`config.mk`:
```
export PLATFORM = sky130hd
export DESIGN_NAME = bloom_distinct_counter
export DESIGN_NICKNAME = d
export VERILOG_FILES = /design/src/rtl/bloom_distinct_counter.sv
export SDC_FILE = /design/constraint.sdc
export NUM_CORES = 1
export LEC_CHECK = 0
export ABC_AREA = 1
export ABC_CLOCK_PERIOD_IN_PS = 14500
export CORE_ASPECT_RATIO = 1.5
export CORE_UTILIZATION = 45
export DETAILED_ROUTE_END_ITERATION = 7
export GPL_ROUTABILITY_DRIVEN = 0
export PLACE_DENSITY = 0.65
export SLEW_MARGIN = 20
export SYNTH_ARGS = -nofsm -noshare
export SYNTH_HDL_FRONTEND = slang
export SYNTH_SLANG_ARGS = --single-unit
```
`constraint.sdc`:
```
create_clock -name clk -period 14.5 [get_ports clk]
set_clock_uncertainty 0.15 [all_clocks]
set_input_delay 3.625 -clock clk [delete_from_list [all_inputs] [get_ports clk]]
set_output_delay 3.625 -clock clk [all_outputs]
set_load 0.05 [all_outputs]
```
`src/rtl/bloom_distinct_counter.sv`:
```
// Bloom-filter distinct-element counter: K multiplicative hashes into an M-bit filter, two-stage pipeline.
// Optional lookup-only queries are enabled by defining BFC_QUERY_EN.
module bloom_distinct_counter #(
    parameter int DATA_W  = 8,
    parameter int M_LOG2  = 8,
    parameter int K       = 2,
    parameter int COUNT_W = 16
) (
    input  logic               clk,
    input  logic               reset,
    input  logic               in_valid,
    output logic               in_ready,
    input  logic [DATA_W-1:0]  in_data,
    input  logic               in_query,
    input  logic               clear,
    output logic               res_valid,
    output logic               res_hit,
    output logic [COUNT_W-1:0] count,
    output logic               saturated,
    output logic               busy
);

    localparam int M  = 1 << M_LOG2;
    localparam int NW = 1 << (M_LOG2 - 5);
    localparam int IW = (M_LOG2 > 5) ? M_LOG2 - 5 : 1;

    typedef enum logic [1:0] {IDLE, DRAIN, CLEAR} state_t;

    state_t             state;
    logic [M-1:0]       filter;
    logic               h_valid;
    logic               h_query;
    logic [M_LOG2-1:0]  h_idx    [K];
    logic [M_LOG2-1:0]  hash_idx [K];
    logic [31:0]        prod     [K];
    logic [IW-1:0]      clr_idx;
    logic [M_LOG2-1:0]  clr_base;
    logic               query_eff;
    logic               accept;
    logic               hit;
    logic [COUNT_W-1:0] count_inc;

    function automatic logic [31:0] hash_const(input int unsigned i);
        case (i)
            0:       return 32'h9E3779B1;
            1:       return 32'h85EBCA77;
            2:       return 32'hC2B2AE3D;
            default: return 32'h27D4EB2F;
        endcase
    endfunction

`ifdef BFC_QUERY_EN
    assign query_eff = in_query;
`else
    // Port kept for drop-in compatibility; every item inserts.
    assign query_eff = in_query & 1'b0;
`endif

    assign in_ready  = (state == IDLE) && !clear;
    assign accept    = in_valid && in_ready;
    assign busy      = (state != IDLE);
    assign count_inc = count + 1'b1;
    assign clr_base  = M_LOG2'({clr_idx, 5'b0});

    always_comb begin
        for (int unsigned i = 0; i < unsigned'(K); i++) begin
            prod[i]     = 32'(in_data) * hash_const(i);
            hash_idx[i] = prod[i][31 -: M_LOG2];
        end
    end

    always_comb begin
        hit = 1'b1;
        for (int unsigned i = 0; i < unsigned'(K); i++) begin
            hit = hit & filter[h_idx[i]];
        end
    end

    always_ff @(posedge clk or posedge reset) begin
        if (reset) begin
            state     <= IDLE;
            filter    <= '0;
            h_valid   <= 1'b0;
            h_query   <= 1'b0;
            for (int unsigned i = 0; i < unsigned'(K); i++) h_idx[i] <= '0;
            clr_idx   <= '0;
            res_valid <= 1'b0;
            res_hit   <= 1'b0;
            count     <= '0;
            saturated <= 1'b0;
        end else begin
            h_valid <= accept;
            if (accept) begin
                h_query <= query_eff;
                for (int unsigned i = 0; i < unsigned'(K); i++) h_idx[i] <= hash_idx[i];
            end

            // Filter read and write both happen here, so the next item sees this update.
            res_valid <= h_valid;
            if (h_valid) begin
                res_hit <= hit;
                if (!h_query && !hit) begin
                    for (int unsigned i = 0; i < unsigned'(K); i++) filter[h_idx[i]] <= 1'b1;
                    if (count != '1) begin
                        count <= count_inc;
                        if (count_inc == '1) saturated <= 1'b1;
                    end
                end
            end

            case (state)
                IDLE: begin
                    if (clear) begin
                        state   <= h_valid ? DRAIN : CLEAR;
                        clr_idx <= '0;
                    end
                end
                DRAIN: state <= CLEAR;
                CLEAR: begin
                    filter[clr_base +: 32] <= '0;
                    if (clr_idx == '0) begin
                        count     <= '0;
                        saturated <= 1'b0;
                    end
                    if (clr_idx == IW'(NW - 1)) state <= IDLE;
                    clr_idx <= clr_idx + 1'b1;
                end
                default: state <= IDLE;
            endcase
        end
    end

endmodule

```
==> out/qor.yml, run 1 <==
status:
  status: "completed"
cts:
  cts_resized: 0
  ctsHoldBuffers: 0
  clkLatencyLatePin_ns: 0.56
  clk_path_buf_depth: 3
  tritoncts: "built"
  cts-root-buf: "clkbuf_16"
  cts_made_buffers: 34
  post_cts.repair.setup_buffers: 0
  path_clk_slew_ns: 0.06
  clkSinkCount: 297
  cts_max_level: 2
route:
  drt_first_pass_iters: 6
  drt_iter0_drc: 2486
  route.detailed.drc: 0
  viasPerCell: 5.89
  drtAntennaViolNets: 0
  wl_mm: 97.6
  post_drt_wl_per_cell_um: 21.8
  vias: 26400
floorplan:
  io_pins: 34
  coreArea_sq_um: 57800
  dieArea_sq_um: 59400
  start_util_pct: 45.4
  rows: 108
  die_h_um: 298
  die_x_um: 199
logic_synthesis:
  netlist_area_sq_um: 26300
  synth_seq_cells: 297
  ys_seq_area_share_pct: 28.3
  avgSynthCellArea_sq_um: 6.92
  synth_nets: 4036
  synth_ff_type: "dfrtp_1"
  synth_cells: 3793
  synthArstFlopShare_pct: 100
  synth_edf_count: 0
  synth_warnings: 0
  synth.distinct_cells: 39
final_layout:
  nets: 3935
  multi_input_area_sq_um: 16200
  mostFrequentLayoutCells: "nand2_1 (1,020), inv_1 (442), nor2_1 (351)"
  synthToLayoutAreaGrowth_pct: 7.74
  diodes: 0
  final-seq-area_sq_um: 7450
  fillerInstances: 5992
  drive_gt1_share_pct: 5.09
  utilization_pct: 48.9
  final_common_cell: "nand2_1"
critical_path:
  critPathTopFamily: "buffers and inverters"
  slowest_stage: "clkdlybuf4s50_1"
  cp_num_buf_inv: 2
  critPathLaunchType: "primary input"
  max_stage_delay_ns: 0.83
  arrival_ns: 5.04
  cp_common_cell: "clkdlybuf4s50_1"
  reg2reg_setup_slack_ns: 7.95
  crit_chain: "clkdlybuf4s50_1 -> nor2_1 -> clkdlybuf4s50_1"
  path_class: "primary input to output pin"
  cp_max_fo: 2
  worst_ep_required_time_ns: 10.72
  endpoint_kind: "output pin"
power:
  seqPwrFrac_pct: 22.8
  p_int_mw: 2.49
  p_per_area_nw_per_um2: 194
  p_sw_mw: 3.00
  p_leak_nw: 13.2
  clock_power_share_pct: 16.4
  vdd.ir_drop.worst_v: 0.000184
  swShare_pct: 54.6
  combPwrFrac_pct: 60.8
run:
  maxCapViolCount: 0
grt:
  antenna_found_initial: 0
  track_usage_pct: 33.2
  grt_max_degree: 116
  grt-ovfl-total: 0
  grt_pass1_wl_mm: 150
  grt_pass1_vias: 25400
place:
  dpl.hpwl_mm: 62.8
  port_buffers: 32
timing:
  setup_viol: 0
  layout_worst_path_cycle_share_pct: 60.8
  worst-slew-pin-transition_ns: 1.22
  finalCriticalPeriod_ns: 8.82
  grt_setup_unrepaired: "false"
  fin_setup_tns_ns: 0
  drv_slew: 0
  fmax_ghz: 0.113
  hold_viol_final: 0
  maxSlewHeadroom_pct: 18.3
min_path:
  min_path_type: "flip-flop to flip-flop"
## registers in the layout, indices dropped and copies added, names as in the netlist
name / cells
h_idx: 16
saturated: 1
res_hit: 1
res_valid: 1
count: 16
clr_idx: 3
state: 2
filter: 256
h_valid: 1
## layer usage
metal	vias up	part of all wire (%)	wire [um]	global-route usage, %
met5	-	0	0	0
met2	1279	47	45400	53.7
met3	437	7.7	7560	4.35
met4	0	8.9	8690	24.8
li1	12300	-	-	-
met1	12500	37	35900	40.0
## path summary, 6_finish.rpt
kind	startpoint	end	cells after the start
worst max-delay path	clear	in_ready	3
worst min-delay path	res_hit$_DFFE_PP0P_	res_hit$_DFFE_PP0P_	1
worst max register to register	h_idx[0]$_DFFE_PP0P_	count[15]$_DFF_PP0_	20
worst min register to register	res_hit$_DFFE_PP0P_	res_hit$_DFFE_PP0P_	1
max in group asynchronous	reset	filter[65]$_DFF_PP0_	3
min in group asynchronous	reset	filter[228]$_DFF_PP0_	2
## layout make-up
type	instances	share of cell area, %
multi-input combinational	2806	57.3
sequential	297	26.3
inverter	448	5.97
clock buffer	49	3.59
tap	770	3.40
timing repair buffer	105	3.07
clock inverter	11	0.363
## power groups by stage
stage          sequential [mW]  combinational (mW)  clock, mW
2_1_floorplan             1.25                2.17          0
3_3_place_gp              1.26                3.22          0
3_5_place_dp              1.26                3.26          0
4_1_cts                   1.25                3.27      0.899
5_1_grt                   1.28                3.62      0.933
6_report                  1.25                3.33      0.897
## per-stage QoR
step	cells	power (mW)	worst slack [ns]	hold slack (ns)	instance area [sq um]
4_1_cts	4486	5.42	5.69	0.346	28300
5_1_grt	4486	5.84	5.66	0.363	28300
6_report	4486	5.48	5.68	0.342	28300
3_3_place_gp	4426	4.48	5.46	0.316	27100
2_1_floorplan	3793	3.42	2.52	0.202	26300
3_5_place_dp	4426	4.52	5.46	0.332	27200
## synthesized netlist by cell type, types with 5 or more instances
cell type	count	area [sq um]
a31oi_1	5	31.3
buf_4	13	97.6
o21ai_1	38	190
a221o_1	5	50.1
o21a_1	8	60.1
nand3_1	246	1230
nand2_1	1021	3830
dfrtp_1	297	7430
xnor2_1	8	70.1
buf_1	14	52.6
o21bai_1	5	37.5
fa_1	108	2160
a21oi_1	331	1660
o21ai_0	161	806
xor2_1	18	158
ha_1	122	1530
a22o_1	152	1330
inv_1	444	1670
nand4_1	45	282
nor3_1	12	60.1
buf_2	35	175
nor4_1	9	56.3
or2_2	8	50.1
nor2_1	385	1450
a21o_1	6	45.0
a311oi_1	99	867
clkbuf_1	167	627
buf_6	13	146
## logic make-up (layout without fill, tap and decap cells)
| kind of cell | count (synthesis) | in the layout | share of synthesized area, % |
|---|---|---|---|
| fa+ha+maj | 230 | 230 | 14.0 |
| compound gates | 818 | 818 | 19.5 |
| simple gates | 1732 | 1732 | 26.7 |
| xor+xnor | 26 | 26 | 0.867 |
| flops | 297 | 297 | 28.3 |
| buf+inv | 690 | 613 | 10.6 |
Note: power is estimated with default switching activity, not from simulation.
==> run 2, diff against run 1 <==
--- a/config.mk
+++ b/config.mk
@@ -6,12 +6,12 @@
 export NUM_CORES = 1
 export LEC_CHECK = 0
 export ABC_AREA = 1
-export ABC_CLOCK_PERIOD_IN_PS = 14500
+export ABC_CLOCK_PERIOD_IN_PS = 7100
 export CORE_ASPECT_RATIO = 1.5
 export CORE_UTILIZATION = 45
 export DETAILED_ROUTE_END_ITERATION = 7
 export GPL_ROUTABILITY_DRIVEN = 0
-export PLACE_DENSITY = 0.65
+export PLACE_DENSITY = 0.68
 export SLEW_MARGIN = 20
 export SYNTH_ARGS = -nofsm -noshare
 export SYNTH_HDL_FRONTEND = slang
==> constraint.sdc (replaced) <==
create_clock -name clk -period 7.1 [get_ports clk]
set_clock_uncertainty 0.15 [all_clocks]
set_input_delay 1.775 -clock clk [delete_from_list [all_inputs] [get_ports clk]]
set_output_delay 1.775 -clock clk [all_outputs]
set_load 0.05 [all_outputs]
==> run 2 against run 1 <==
Against the previous run:
- highest routed layer unchanged
- combinational power up 110%
- non-clock buffer count up 31
- clock-buffer cell count down 4
- largest cell class unchanged
- largest power group unchanged
- sequential share of layout area down 0.16 points
- register-to-register slack worse by 6.7 ns
- global-route usage up 0.31 points
- cell count up 0.60%
==> out/qor.yml, run 2 (same netlist as run 1, synthesis figures left out) <==
min_path:
  min_path_type: "flip-flop to flip-flop"
grt:
  track_usage_pct: 33.5
  grt_pass1_vias: 26100
  grt_pass1_wl_mm: 152
  grt-ovfl-total: 0
  antenna_found_initial: 2
  grt_max_degree: 204
route:
  post_drt_wl_per_cell_um: 21.7
  drt_iter0_drc: 2786
  route.detailed.drc: 0
  wl_met2_mm: 45.1
  drtAntennaViolNets: 0
  viasPerCell: 5.94
  top_layer: "met4"
  drt_first_pass_iters: 6
  wl_mm: 98.0
  vias: 26800
  met1_length_mm: 35.0
  wl_met3_mm: 8.57
timing:
  setup_viol: 0
  hold_viol_final: 0
  fin_setup_tns_ns: 0
  finalCriticalPeriod_ns: 6.25
  fmax_ghz: 0.160
  drv_slew: 0
  grt_setup_unrepaired: "false"
  layout_worst_path_cycle_share_pct: 88.0
  fin_hold_ws_ns: 0.329
  worst-slew-pin-transition_ns: 1.23
  maxSlewHeadroom_pct: 17.8
final_layout:
  utilization_pct: 49.2
  fillerInstances: 5957
  synthToLayoutAreaGrowth_pct: 8.39
  reg_top3: "filter x256, count x16, h_idx x16"
  nets: 3962
  drive_gt1_share_pct: 5.59
  largest_register: "filter"
  final_common_cell: "nand2_1"
  mostFrequentLayoutCells: "nand2_1 (1,021), inv_1 (443), nor2_1 (353)"
  layoutNonFillerInstCount: 4513
  largest_reg_flops: 256
floorplan:
  coreArea_sq_um: 57800
  die_h_um: 298
  start_util_pct: 45.4
  die_x_um: 199
  dieArea_sq_um: 59400
  rows: 108
  io_pins: 34
critical_path:
  arrival_ns: 6.55
  endpoint_kind: "flip-flop"
  cp_max_fo: 5
  reg2reg_setup_slack_ns: 1.30
  critPathLaunchType: "primary input"
  worst_ep_required_time_ns: 7.40
  path_class: "primary input to flip-flop"
cts:
  post_cts.repair.setup_buffers: 0
  cts_made_buffers: 30
  cts_max_level: 1
  clkLatencyLatePin_ns: 0.59
  clkSinkCount: 297
  clk_path_buf_depth: 3
  cts-root-buf: "clkbuf_16"
  tritoncts: "built"
  path_clk_slew_ns: 0.06
  cts_resized: 0
  ctsHoldBuffers: 0
run:
  maxCapViolCount: 0
power:
  p_leak_nw: 13.3
  finalPower_mw: 11.2
  vdd.ir_drop.worst_v: 0.000292
  p_per_area_nw_per_um2: 393
place:
  port_buffers: 32
  place_inst: 4456
  dpl.hpwl_mm: 63.2
status:
  status: "completed"
run 2: worst paths after layout:
kind | cells past startpoint | startpoint | endpoint
max in group asynchronous | 4 | reset | filter[199]$_DFF_PP0_
hold reg to reg | 1 | res_hit$_DFFE_PP0P_ | res_hit$_DFFE_PP0P_
min in group asynchronous | 2 | reset | filter[172]$_DFF_PP0_
setup / recovery | 21 | in_data[7] | h_idx[15]$_DFFE_PP0P_
setup reg to reg | 17 | h_idx[8]$_DFFE_PP0P_ | filter[97]$_DFF_PP0_
hold / removal | 1 | res_hit$_DFFE_PP0P_ | res_hit$_DFFE_PP0P_
run 2: per-stage QoR:
stage	setup slack (ns)	area, sq um
floorplan	1.23	26300
finish	0.849	28500
global route	0.579	28500
detailed placement	0.261	27400
global placement	0.361	27400
CTS	0.869	28400
run 2: final cells by class:
type | count | area (sq um) | area share, %
flip-flops and latches | 297 | 7450 | 26.2
clock inverters | 10 | 128 | 0.448
inverters | 448 | 1690 | 5.92
well taps | 770 | 963 | 3.38
repair buffers | 136 | 1160 | 4.07
diodes | 1 | 2.50 | 0.00879
multi-input cells | 2806 | 16200 | 56.9
clock buffers | 45 | 898 | 3.16
run 2: metal layers:
layer / vias to the layer above / track usage [%]
li1: 12300 / -
met1: 12600 / 39.4
met2: 1397 / 53.4
met3: 486 / 5.82
met4: 0 / 27.1
met5: - / 0
run 2: worst max-delay path, stage by stage:
cell and delay [ns]:
clkdlybuf4s50_1 0.50, fa_1 0.67, nand2_1 0.08, inv_1 0.10
nor2_1 0.08, ha_1 0.19, or2_2 0.30, fa_1 0.50
inv_1 0.07, fa_1 0.54, inv_1 0.04, ha_1 0.33
a21oi_1 0.16, nor2_1 0.06, a211oi_1 0.28, o21ai_0 0.21
a21oi_1 0.16, nand2_1 0.10, or2_2 0.28, nand3_1 0.06
o21ai_0 0.08
run 2: power breakdown:
part	leakage (nW)	internal, mW	switching [mW]	total [mW]
logic	8.82	1.98	4.88	6.86
registers	3.96	2.11	0.485	2.60
clock network	0.507	0.978	0.741	1.72
total	13.3	5.07	6.11	11.2
